`src/rtl/mem_bank_xlate.sv`:
```
// Registered CPU-to-physical address translator with EB/FB/SB bank registers.
// Optional BANK_SHADOW_EN adds a one-deep bank shadow for interrupt entry/exit.
module mem_bank_xlate #(
  parameter int EBANK_W    = 3,
  parameter int FBANK_W    = 5,
  parameter int SBANK_W    = 1,
  parameter int NUM_FBANKS = 36,
  parameter int PHYS_W     = 16
) (
  input  logic               clk,
  input  logic               rst_n,
  input  logic               wr_en,
  input  logic [1:0]         wr_sel,
  input  logic [15:0]        wr_data,
  input  logic               irq_enter,
  input  logic               irq_exit,
  input  logic               req_valid,
  output logic               req_ready,
  input  logic [11:0]        req_addr,
  input  logic               req_write,
  output logic               resp_valid,
  input  logic               resp_ready,
  output logic [PHYS_W-1:0]  resp_addr,
  output logic               resp_fault,
  output logic [EBANK_W-1:0] eb_q,
  output logic [FBANK_W-1:0] fb_q,
  output logic [SBANK_W-1:0] sb_q
);

  // Wide enough for the largest effective fixed bank (FB plus 8*SB).
  localparam int BANK_W = $clog2((2**FBANK_W) + 8 * ((2**SBANK_W) - 1));

  localparam logic [1:0] SEL_EB = 2'd0;
  localparam logic [1:0] SEL_FB = 2'd1;
  localparam logic [1:0] SEL_BB = 2'd2;
  localparam logic [1:0] SEL_SB = 2'd3;

  // Handshake: a request is taken on any rising edge where req_valid && req_ready;
  // a response leaves on any rising edge where resp_valid && resp_ready, and
  // resp_addr/resp_fault stay frozen while resp_valid && !resp_ready.
  logic accept;
  assign req_ready = !resp_valid || resp_ready;
  assign accept    = req_valid && req_ready;

  // Bank registers
`ifdef BANK_SHADOW_EN
  logic [EBANK_W-1:0] eb_sh;
  logic [FBANK_W-1:0] fb_sh;
  logic [SBANK_W-1:0] sb_sh;

  // Shadow always captures the values from before this edge's restore or write.
  always_ff @(posedge clk or negedge rst_n) begin
    if (!rst_n) begin
      eb_sh <= '0;
      fb_sh <= '0;
      sb_sh <= '0;
    end else if (irq_enter) begin
      eb_sh <= eb_q;
      fb_sh <= fb_q;
      sb_sh <= sb_q;
    end
  end
`endif

  always_ff @(posedge clk or negedge rst_n) begin
    if (!rst_n) begin
      eb_q <= '0;
      fb_q <= '0;
      sb_q <= '0;
`ifdef BANK_SHADOW_EN
    end else if (irq_exit) begin
      eb_q <= eb_sh;
      fb_q <= fb_sh;
      sb_q <= sb_sh;
`endif
    end else if (wr_en) begin
      case (wr_sel)
        SEL_EB: eb_q <= wr_data[EBANK_W-1:0];
        SEL_FB: fb_q <= wr_data[FBANK_W-1:0];
        SEL_BB: begin
          fb_q <= wr_data[FBANK_W+EBANK_W-1:EBANK_W];
          eb_q <= wr_data[EBANK_W-1:0];
        end
        SEL_SB: sb_q <= wr_data[SBANK_W-1:0];
        default: ;
      endcase
    end
  end

  // Upper wr_data bits and (in the plain build) the irq strobes have no effect.
  logic unused_bits;
  assign unused_bits = ^{wr_data, irq_enter, irq_exit};

  // Address decode
  logic              sb_active;
  logic [BANK_W-1:0] fbank;
  logic              in_fixed;
  logic              in_sw_fixed;
  logic              fault_next;
  logic [PHYS_W-1:0] phys_next;

  assign sb_active   = (fb_q[FBANK_W-1 -: 2] == 2'b11);
  assign fbank       = BANK_W'(fb_q) + (sb_active ? (BANK_W'(sb_q) << 3) : '0);
  assign in_sw_fixed = (req_addr[11:10] == 2'b01);
  assign in_fixed    = req_addr[11] || in_sw_fixed;

  always_comb begin
    phys_next  = '0;
    fault_next = 1'b0;
    if (req_addr[11]) begin
      phys_next = PHYS_W'(req_addr);
    end else if (in_sw_fixed) begin
      phys_next = PHYS_W'({fbank, req_addr[9:0]});
    end else if (req_addr[9:8] == 2'b11) begin
      phys_next = PHYS_W'({eb_q, req_addr[7:0]});
    end else begin
      phys_next = PHYS_W'(req_addr);
    end
    if ((req_write && in_fixed) || (in_sw_fixed && (int'(fbank) >= NUM_FBANKS))) begin
      fault_next = 1'b1;
    end
    if (fault_next) begin
      phys_next = '0;
    end
  end

  // Single output register stage
  always_ff @(posedge clk or negedge rst_n) begin
    if (!rst_n) begin
      resp_valid <= 1'b0;
      resp_addr  <= '0;
      resp_fault <= 1'b0;
    end else if (accept) begin
      resp_valid <= 1'b1;
      resp_addr  <= phys_next;
      resp_fault <= fault_next;
    end else if (resp_ready) begin
      resp_valid <= 1'b0;
    end
  end

endmodule
```
`config.mk`:
```
export PLATFORM = sky130hd
export DESIGN_NAME = mem_bank_xlate
export DESIGN_NICKNAME = d
export VERILOG_FILES = /design/src/rtl/mem_bank_xlate.sv
export SDC_FILE = /design/constraint.sdc
export NUM_CORES = 1
export LEC_CHECK = 0
export ABC_AREA = 1
export CAP_MARGIN = 20
export CORE_UTILIZATION = 42
export DETAILED_ROUTE_END_ITERATION = 6
export PLACE_DENSITY_LB_ADDON = 0.2
export SLEW_MARGIN = 10
export SYNTH_ARGS = -nofsm -noshare
export SYNTH_HDL_FRONTEND = slang
export SYNTH_SLANG_ARGS = --single-unit
export TNS_END_PERCENT = 5
```
`constraint.sdc`:
```
create_clock -name clk -period 2.65 [get_ports clk]
set_clock_uncertainty 0.05 [all_clocks]
set_input_delay 0.795 -clock clk [delete_from_list [all_inputs] [get_ports clk]]
set_output_delay 0.795 -clock clk [all_outputs]
set_load 0.005 [all_outputs]
```
Yosys cells after proc, flatten, opt, wreduce, memory -nomap -nowiden --
Cells that the tools add are included.
Storage, ports and cells: output and inout bits 28, flip-flop bits (word level) 27, bits of input ports 38, logic and storage cells 37
Cells by class: reductions and logical operators 14, muxes and demuxes 9, order comparisons 1, $add $sub $neg 1, eq/ne operators 6
Operators by type and width (number):
- $mux 16 | 3
- $mux 11 | 1
- $pmux 5 s2 | 1
- $eq 2x2->1 const B | 4
- $add 5x4->6 | 1
- $ge 6x6->1 const B | 1
- $reduce_and 2->1 | 3
- $eq 2x1->1 const B | 2
- $mux 4 | 1
- $reduce_bool 2->1 | 2
- $logic_and 1x1->1 | 3
- $logic_or 1x1->1 | 3
- $mux 1 | 3
- $logic_not 2->1 | 1
- $reduce_or 2->1 | 1
- $logic_not 1->1 | 1

Depth between registers and ports, before layout --
Gate-level depths: netlist (run 1).
depth in word-level cells 8, gate-level depth with buffers 9, gate-level depth less buffers 8

Worst setup path after synthesis (run 1) --
OpenSTA, ideal clock, no wires.
path type input-to-output, start point in resp_ready, end point out req_ready, cell stages on the path 2, required time 1.805 ns, buffers on the path 0, data arrival time 0.911 ns, setup slack 0.894 ns, path through inv_1 nand2_1
On the way: longest elaborated chain between the ends 1
RTL lines:
- from (decl) | RTL line 22 | input logic resp_ready,
- $logic_or 1x1->1 | RTL line 42 | assign req_ready = !resp_valid || resp_ready;
- to (decl) | RTL line 18 | output logic req_ready,
No other way between the ends.

Worst setup path after layout (run 1) --
Ends and elaborated chain as after synthesis.

==> results of run 1 <==
-- layer usage --
metal / global-route usage [%] / wire length, µm / up-vias
met5: 0 / 0 / -
li1: - / - / 621
met1: 24.5 / 1340 / 549
met2: 33.9 / 1540 / 26
met4: 4.08 / 31 / 0
met3: 2.64 / 80 / 4
-- how the worst min path moves through the flow --
stage,startpoint,end,depth (start not counted),slack (ns)
after global routing,resp_addr[4],resp_addr[4],2,0.47
after floorplan,resp_addr[10],resp_addr[10],2,0.42
after global placement,resp_addr[7],resp_addr[7],2,0.41
after detailed placement,resp_addr[4],resp_addr[4],2,0.42
final,resp_addr[4],resp_addr[4],2,0.45
after CTS,resp_addr[4],resp_addr[4],2,0.45
-- cell usage after synthesis --
| cell type | n |
|---|---|
| sky130_fd_sc_hd__o22ai_1 | 1 |
| sky130_fd_sc_hd__nand3_1 | 1 |
| sky130_fd_sc_hd__nor2_4 | 2 |
| sky130_fd_sc_hd__o21a_1 | 1 |
| sky130_fd_sc_hd__o21bai_1 | 6 |
| sky130_fd_sc_hd__inv_1 | 21 |
| sky130_fd_sc_hd__a31oi_1 | 1 |
| sky130_fd_sc_hd__a21oi_1 | 9 |
| sky130_fd_sc_hd__dfrtp_1 | 27 |
| sky130_fd_sc_hd__nand4_1 | 10 |
| sky130_fd_sc_hd__o21ai_0 | 9 |
| sky130_fd_sc_hd__nand3_2 | 3 |
| sky130_fd_sc_hd__inv_2 | 1 |
| sky130_fd_sc_hd__a21boi_0 | 1 |
| sky130_fd_sc_hd__ha_1 | 6 |
| sky130_fd_sc_hd__nand2_1 | 38 |
| sky130_fd_sc_hd__buf_6 | 3 |
| sky130_fd_sc_hd__nor2_2 | 2 |
| sky130_fd_sc_hd__nand2_2 | 1 |
| sky130_fd_sc_hd__buf_2 | 1 |
| sky130_fd_sc_hd__nor2_1 | 12 |
-- cells by family after synthesis --
kind of cell	after synthesis	synth area share, %
AOI/OAI and AO/OA	28	11.9
adders and majority gates	6	5.51
buffers and inverters	26	8.91
DFF	27	49.6
and+or+nand+nor	69	24.0
-- report_power, final --
part,switching (W),internal [W]
logic,0.000127,0.000188
registers,0.0000399,0.000469
clock network,0.000119,0.0000564
-- metrics by stage --
step	TNS [ns]	utilization, %	power, W	instance area [µm²]
detailed placement	-0.0344	64.4	0.000836	1970
floorplan	0	-	0.000632	1360
finish	0	65.2	0.000999	1990
global placement	-0.0293	64.4	0.000826	1970
global route	0	65.2	0.00107	1990
CTS	0	65.2	0.00101	1990
-- registers in the layout (all words and copies together), names as in the netlist --
register and flops:
eb_q 3, fb_q 5, resp_addr 16, resp_fault 1, resp_valid 1, sb_q 1
-- final cells by class --
class | instances | share of cell area (%)
Clock buffer | 3 | 1.13
Timing Repair Buffer | 60 | 29.5
Multi-Input combinational cell | 103 | 28.3
Sequential cell | 27 | 33.9
Tap cell | 44 | 2.76
Inverter | 22 | 4.15
Clock inverter | 1 | 0.251
-- worst reg2reg max path: cells and delay by family (launching register included) --
family,cells,cell delay [ns]
AND/OR/NAND/NOR,4,0.57
adder cells (fa/ha/maj),2,0.51
flip-flops,1,0.46
AO/OA/AOI/OAI,1,0.14
==> results_tabular.tex, run 1 <==
\begin{tabular}{lr}
\hline
Metric & Value \\
\hline
\multicolumn{2}{l}{\textbf{Status}} \\
\quad Outcome & finished, final reports clean \\
\multicolumn{2}{l}{\textbf{CTS}} \\
\quad Num CTS Buffers & 3 \\
\quad Quantity of hold-fixing buffers added after cts & 0 \\
\quad Clock-pin slew on the worst setup and hold paths & 0.13 ns \\
\quad Clock tree from TritonCTS & done \\
\quad Maximum count of clock buffers along a single path & 2 \\
\quad Clock sinks & 27 \\
\quad Number of post-CTS setup repair buffers & 0 \\
\quad \# H-tree levels & 1 \\
\quad Clock root cell & sky130\_fd\_sc\_hd\_\_clkbuf\_4 \\
\quad Insertion delay of the later-clocked pin in the worst-skew pair & between 0.3 and 0.4 ns \\
\quad Post-CTS resize count & 1 \\
\multicolumn{2}{l}{\textbf{Final layout}} \\
\quad Net count of the finished layout & $\sim$260 \\
\quad Signed area change from the synthesized netlist to the final layout & 46.3\% \\
\quad Share of cells above drive strength 1 & 8.33\% \\
\quad Commonest cells after routing, fill and taps aside & sky130\_fd\_sc\_hd\_\_clkdlybuf4s50\_1 (54), sky130\_fd\_sc\_hd\_\_nand2\_1 (38), sky130\_fd\_sc\_hd\_\_dfrtp\_1 (27) \\
\quad Number of cells in the finished layout apart from fillers & 260 \\
\quad Sequential cell area in the final layout & 676 µm² \\
\quad Most common cell after layout, fill and taps aside & sky130\_fd\_sc\_hd\_\_clkdlybuf4s50\_1 \\
\quad Filler cells & approximately 270 \\
\quad Diodes inserted & 0 \\
\quad Multi-input gate area & 564 µm² \\
\multicolumn{2}{l}{\textbf{STA}} \\
\quad Number of setup violations in the final report & 0 \\
\quad Final period util & between 90\% and 100\% \\
\quad Tightest hold margin & 0.446 ns \\
\quad Final worst setup slack & about 0.23 ns \\
\quad Number of pins exceeding their max-slew limit in the final report & 0 \\
\quad Actual slew at the worst max-slew pin & about 0.33 ns \\
\quad Maximum clock rate & between 400 and 500 MHz \\
\quad Setup repair after global routing missed its margin & false \\
\quad Final-report hold violation count & 0 \\
\quad Relative slew slack & 77.7\% \\
\quad Min cycle time layout & approximately 2.4 ns \\
\multicolumn{2}{l}{\textbf{Drt}} \\
\quad DRC Markers & 0 \\
\quad Final WL & approximately 3000 µm \\
\quad Vias after detailed routing & between 1000 and 1500 \\
\quad First drt pass iteration count & 4 \\
\quad Antenna-violating nets left & 0 \\
\quad Wirelength per Cell & around 12 µm \\
\quad DRC marker count from the first detailed-route iteration & 19 \\
\quad Vias per Instance & 4.62 \\
\multicolumn{2}{l}{\textbf{Setup path}} \\
\quad Total number of cells along the worst setup path & 4 \\
\quad Slack of the worst reg-to-reg path & 0.87 ns \\
\quad Slowest cell on crit path & sky130\_fd\_sc\_hd\_\_clkdlybuf4s50\_1 \\
\quad Kind of start point of the critical path & primary input \\
\quad Number of buffer and inverter stages on the critical path & 3 \\
\quad Crit path DAT & roughly 1.6 ns \\
\quad End point of the critical path & req\_ready \\
\quad Critical Path Fanout Max & 2 \\
\quad Worst Reg2Reg Path Length in Cells & 7 \\
\quad Startpoint of the worst setup timing path & resp\_ready \\
\quad Crit-path max cell delay & $\sim$0.45 ns \\
\quad Worst flop-to-flop path endpoint & resp\_fault \\
\quad List of cells traversed by the critical path & clkdlybuf4s50\_1 > inv\_1 > nand2\_1 > dlygate4sd2\_1 \\
\quad Worst setup EP type & output port \\
\quad Crit Path Class & primary input to output port \\
\quad Kind of cell adding the most delay to the critical path & buffers and inverters \\
\quad Critical register-to-register path startpoint & fb\_q[3] \\
\quad Critical Path RT & about 1.8 ns \\
\multicolumn{2}{l}{\textbf{Global routing}} \\
\quad Total routing usage reported by global routing & between 10\% and 20\% \\
\quad Pin count of the biggest net entering global routing & 28 \\
\quad Via count of the first global-routing pass & roughly 1200 \\
\quad Total overflow reported by the global router & 0 \\
\quad Global-route wire length before repair & between 5000 and 6000 µm \\
\quad Number of antenna violations at the first check in global routing & 0 \\
\multicolumn{2}{l}{\textbf{Synth}} \\
\quad Total nets after synthesis & 200 \\
\quad Top cells by area in the synthesized netlist & sky130\_fd\_sc\_hd\_\_dfrtp\_1 (50\%), sky130\_fd\_sc\_hd\_\_nand2\_1 (10\%), sky130\_fd\_sc\_hd\_\_inv\_1 (5.8\%) \\
\quad Netlist cell types & 21 \\
\quad Syn Std Cell Area & around 0.0014 mm² \\
\quad Seq cells post-synth & 27 \\
\quad Dominant cell type by area after synthesis & sky130\_fd\_sc\_hd\_\_dfrtp\_1 \\
\quad Synth Area per Inst & approximately 8.7 µm² \\
\quad Post-Syn Instances & approximately 160 \\
\quad Portion of synthesized cell area occupied by the leading cell type & between 40\% and 50\% \\
\quad Register area share after synthesis & 49.6\% \\
\quad Synthesis Warnings & 0 \\
\multicolumn{2}{l}{\textbf{Placement}} \\
\quad Routability congestion estimate from global placement & 0.774 \\
\quad Number of port buffers & 55 \\
\quad Count of placed standard cells including taps & about 260 \\
\quad Pre-CTS setup slack & -0.0344 ns \\
\quad Hpwl dp & 2400 µm \\
\multicolumn{2}{l}{\textbf{Power and ir drop}} \\
\quad Lkg Pwr & 0.940 nW \\
\quad Max IR drop VDD & 0.277 mV \\
\quad Power density over the cells & 502 mW/mm² \\
\multicolumn{2}{l}{\textbf{Floorplanning}} \\
\quad Starting utilization of the core area & between 40 and 50\% \\
\quad Floorplan Core Area & 0.00305 mm² \\
\quad Die width & between 50 and 60 µm \\
\quad Height of the chip & a little under 60 µm \\
\quad Row count & 20 \\
\quad I/O pin count & between 60 and 70 \\
\quad Area enclosed by the die boundary & 0.00347 mm² \\
\multicolumn{2}{l}{\textbf{Hold path}} \\
\quad HP Class & flop to flop \\
\multicolumn{2}{l}{\textbf{Flow run}} \\
\quad Maximum capacitance violations & 0 \\
\hline
\end{tabular}
(Power assumes the default switching activity.)
==> run 2, diff against run 1 <==
Settings changed: PLACE_DENSITY set to 0.83, PLACE_DENSITY_LB_ADDON 0.2 to not set, SLEW_MARGIN 10 to 5.
==> run 2 against run 1 <==
Non-clock buffer count decreased by 1. Routed wire length increased by 0.47%. Via count increased by 1.0%. Sequential share of layout area increased by 0.13 points. Highest routed layer unchanged.
==> results_tabular.tex, run 2 (synthesized netlist as in run 1, its figures left out) <==
\begin{tabular}{lr}
\hline
Metric & Value \\
\hline
\multicolumn{2}{l}{\textbf{CTS}} \\
\quad Insertion delay of the later-clocked pin in the worst-skew pair & 0.33 ns (about the same) \\
\quad Maximum count of clock buffers along a single path & 2 (unchanged) \\
\quad Clock tree from TritonCTS & done \\
\quad Number of post-CTS setup repair buffers & 0 (unchanged) \\
\quad Post-CTS resize count & 1 (unchanged) \\
\quad Clock sinks & 27 (unchanged) \\
\quad Clock root cell & sky130\_fd\_sc\_hd\_\_clkbuf\_4 \\
\quad \# H-tree levels & 1 (unchanged) \\
\quad Num CTS Buffers & 3 (unchanged) \\
\quad Quantity of hold-fixing buffers added after cts & 0 (unchanged) \\
\quad Clock-pin slew on the worst setup and hold paths & 0.14 ns (about the same) \\
\multicolumn{2}{l}{\textbf{Power and ir drop}} \\
\quad Lkg Pwr & 0.935 nW (-0.49\%) \\
\quad Max IR drop VDD & 0.250 mV (-9.7\%) \\
\quad Post-route total power & 0.00100 W (+0.54\%) \\
\quad Power density over the cells & 506 mW/mm² (+0.92\%) \\
\multicolumn{2}{l}{\textbf{Final layout}} \\
\quad Net count of the finished layout & 260 (-0.38\%) \\
\quad Commonest cells after routing, fill and taps aside & sky130\_fd\_sc\_hd\_\_clkdlybuf4s50\_1 (54), sky130\_fd\_sc\_hd\_\_nand2\_1 (38), sky130\_fd\_sc\_hd\_\_dfrtp\_1 (27) \\
\quad Post-Layout Inst Area & 0.00198 mm² (-0.38\%) \\
\quad Number of flip-flops in the largest register & 16 (unchanged) \\
\quad Most common cell after layout, fill and taps aside & sky130\_fd\_sc\_hd\_\_clkdlybuf4s50\_1 \\
\quad Share of cells above drive strength 1 & 7.91\% (-0.43 points) \\
\quad Signed area change from the synthesized netlist to the final layout & 45.8\% \\
\quad Filler cells & 270 (-0.37\%) \\
\quad Diodes inserted & 0 (unchanged) \\
\quad Register with the most flip-flops & resp\_addr \\
\quad Registers with the most flip-flops & resp\_addr (16), fb\_q (5), eb\_q (3) \\
\multicolumn{2}{l}{\textbf{Setup path}} \\
\quad Critical Path Fanout Max & 2 (unchanged) \\
\quad Slowest cell on crit path & sky130\_fd\_sc\_hd\_\_clkdlybuf4s50\_1 \\
\quad Crit path DAT & 1.58 ns (about the same) \\
\quad List of cells traversed by the critical path & clkdlybuf4s50\_1 > inv\_1 > nand2\_1 > dlygate4sd2\_1 \\
\quad Kind of cell adding the most delay to the critical path & buffers and inverters \\
\quad Crit Path Class & primary input to output port \\
\quad Critical Path RT & 1.81 ns (about the same) \\
\quad Kind of start point of the critical path & primary input \\
\quad Crit-path max cell delay & 0.46 ns (about the same) \\
\quad Number of buffer and inverter stages on the critical path & 3 (unchanged) \\
\quad Worst setup EP type & output port \\
\multicolumn{2}{l}{\textbf{STA}} \\
\quad Maximum clock rate & 413 MHz (-0.23\%) \\
\quad Setup repair after global routing missed its margin & false \\
\quad Final period util & 91.4\% (+0.21 points) \\
\quad Number of setup violations in the final report & 0 (unchanged) \\
\quad Number of pins exceeding their max-slew limit in the final report & 0 (unchanged) \\
\quad Min cycle time layout & 2.42 ns (+0.00557 ns) \\
\quad Actual slew at the worst max-slew pin & 0.338 ns (+0.00326 ns) \\
\quad Relative slew slack & 77.5\% (-0.22 points) \\
\quad Tightest hold margin & 0.445 ns (-0.000759 ns) \\
\quad Final-report hold violation count & 0 (unchanged) \\
\quad Final worst setup slack & 0.227 ns (-0.00557 ns) \\
\multicolumn{2}{l}{\textbf{Global routing}} \\
\quad Total overflow reported by the global router & 0 (unchanged) \\
\quad Met1 usage & 26.0\% (+1.4 points) \\
\quad Global-route wire length before repair & 4900 µm (-2.7\%) \\
\quad Number of antenna violations at the first check in global routing & 0 (unchanged) \\
\quad Global Route met2 Usage & 29.1\% (-4.9 points) \\
\quad Pin count of the biggest net entering global routing & 28 (unchanged) \\
\quad Via count of the first global-routing pass & 1114 (-6.1\%) \\
\quad Total routing usage reported by global routing & 18.8\% (-0.23 points) \\
\quad Met3 demand-to-capacity share in global routing & 2.42\% (-0.22 points) \\
\quad Most utilized layer in the global route result & met2 \\
\multicolumn{2}{l}{\textbf{Floorplanning}} \\
\quad Height of the chip & 58.9 µm (unchanged) \\
\quad I/O pin count & 66 (unchanged) \\
\quad Area enclosed by the die boundary & 0.00347 mm² (unchanged) \\
\quad Starting utilization of the core area & 44.6\% (unchanged) \\
\quad Row count & 20 (unchanged) \\
\quad Floorplan Core Area & 0.00305 mm² (unchanged) \\
\quad Die width & 58.9 µm (unchanged) \\
\multicolumn{2}{l}{\textbf{Drt}} \\
\quad Final WL & 3010 µm (+0.47\%) \\
\quad DRC Markers & 0 (unchanged) \\
\quad Wirelength per Cell & 11.6 µm (+0.86\%) \\
\quad Vias per Instance & 4.68 (+1.4\%) \\
\quad First drt pass iteration count & 4 (unchanged) \\
\quad Antenna-violating nets left & 0 (unchanged) \\
\quad Vias after detailed routing & 1212 (+1.0\%) \\
\quad DRC marker count from the first detailed-route iteration & 38 (+19) \\
\multicolumn{2}{l}{\textbf{Hold path}} \\
\quad HP Class & flop to flop \\
\multicolumn{2}{l}{\textbf{Flow run}} \\
\quad Maximum capacitance violations & 0 (unchanged) \\
\multicolumn{2}{l}{\textbf{Placement}} \\
\quad Cell area after placement & 0.00196 mm² (-0.38\%) \\
\quad Routability congestion estimate from global placement & 0.788 (+1.8\%) \\
\quad Pre-CTS setup slack & -0.0424 ns (-0.00797 ns) \\
\quad Hpwl dp & 2240 µm (-6.6\%) \\
\quad Number of port buffers & 55 (unchanged) \\
\multicolumn{2}{l}{\textbf{Status}} \\
\quad Outcome & finished, final reports clean \\
\hline
\end{tabular}
[run 2: cell count changes in the layout (fill, tap and decap cells not counted)]
| cell | before | now |
|---|---|---|
| sky130_fd_sc_hd__buf_4 | 5 | 4 |
[run 2: final timing paths]
check / startpoint / endpoint / slack, ns / cells after the start
setup / recovery: resp_ready / req_ready / 0.23 / 4
hold / removal: resp_addr[10] / resp_addr[10] / 0.44 / 2
setup reg to reg: fb_q[4] / resp_fault / 0.85 / 7
hold reg to reg: resp_addr[10] / resp_addr[10] / 0.44 / 2
max in group asynchronous: rst_n / resp_addr[4] / 1.54 / 2
min in group asynchronous: rst_n / resp_addr[6] / 0.76 / 2
[run 2: power by group]
group          total [W]  leakage [nW]  internal, W  switching, W
logic           0.000312         0.579     0.000187      0.000125
registers       0.000510         0.338     0.000469     0.0000409
clock network   0.000183        0.0177    0.0000568      0.000126
[run 2: worst min-delay path, stage by stage, from the launching register on]
cell	delay [ns]
sky130_fd_sc_hd__dfrtp_1	0.37
sky130_fd_sc_hd__nand2_1	0.05
sky130_fd_sc_hd__nand2_1	0.06
[run 2: area by class of cell]
cell class	count	area, µm²	share of cell area (%)
Tap cell	44	55.1	2.77
Clock inverter	1	5.00	0.252
Inverter	22	82.6	4.16
Timing Repair Buffer	59	579	29.2
Sequential cell	27	676	34.0
Clock buffer	3	22.5	1.13
Multi-Input combinational cell	103	564	28.4
[run 2: metal layers]
metal	vias to the layer above	part of all wire (%)	routed length (µm)
li1	625	-	-
met1	547	48	1450
met2	33	46	1380
met3	7	3.4	102
met4	0	2.6	79
met5	-	0	0
[run 2: stage by stage]
step	instances	setup TNS [ns]	utilization (%)
floorplan	156	0	-
global placement	255	-0.0284	64.1
finish	259	0	65.0
detailed placement	255	-0.0424	64.1
global route	259	0	65.0
CTS	259	0	65.0
==> run 3, diff against run 2 <==
Settings changed: GPL_ROUTABILITY_DRIVEN set to 0.
==> results of run 3 <==
Final layout, timing and power as in run 2 (identical DEF).
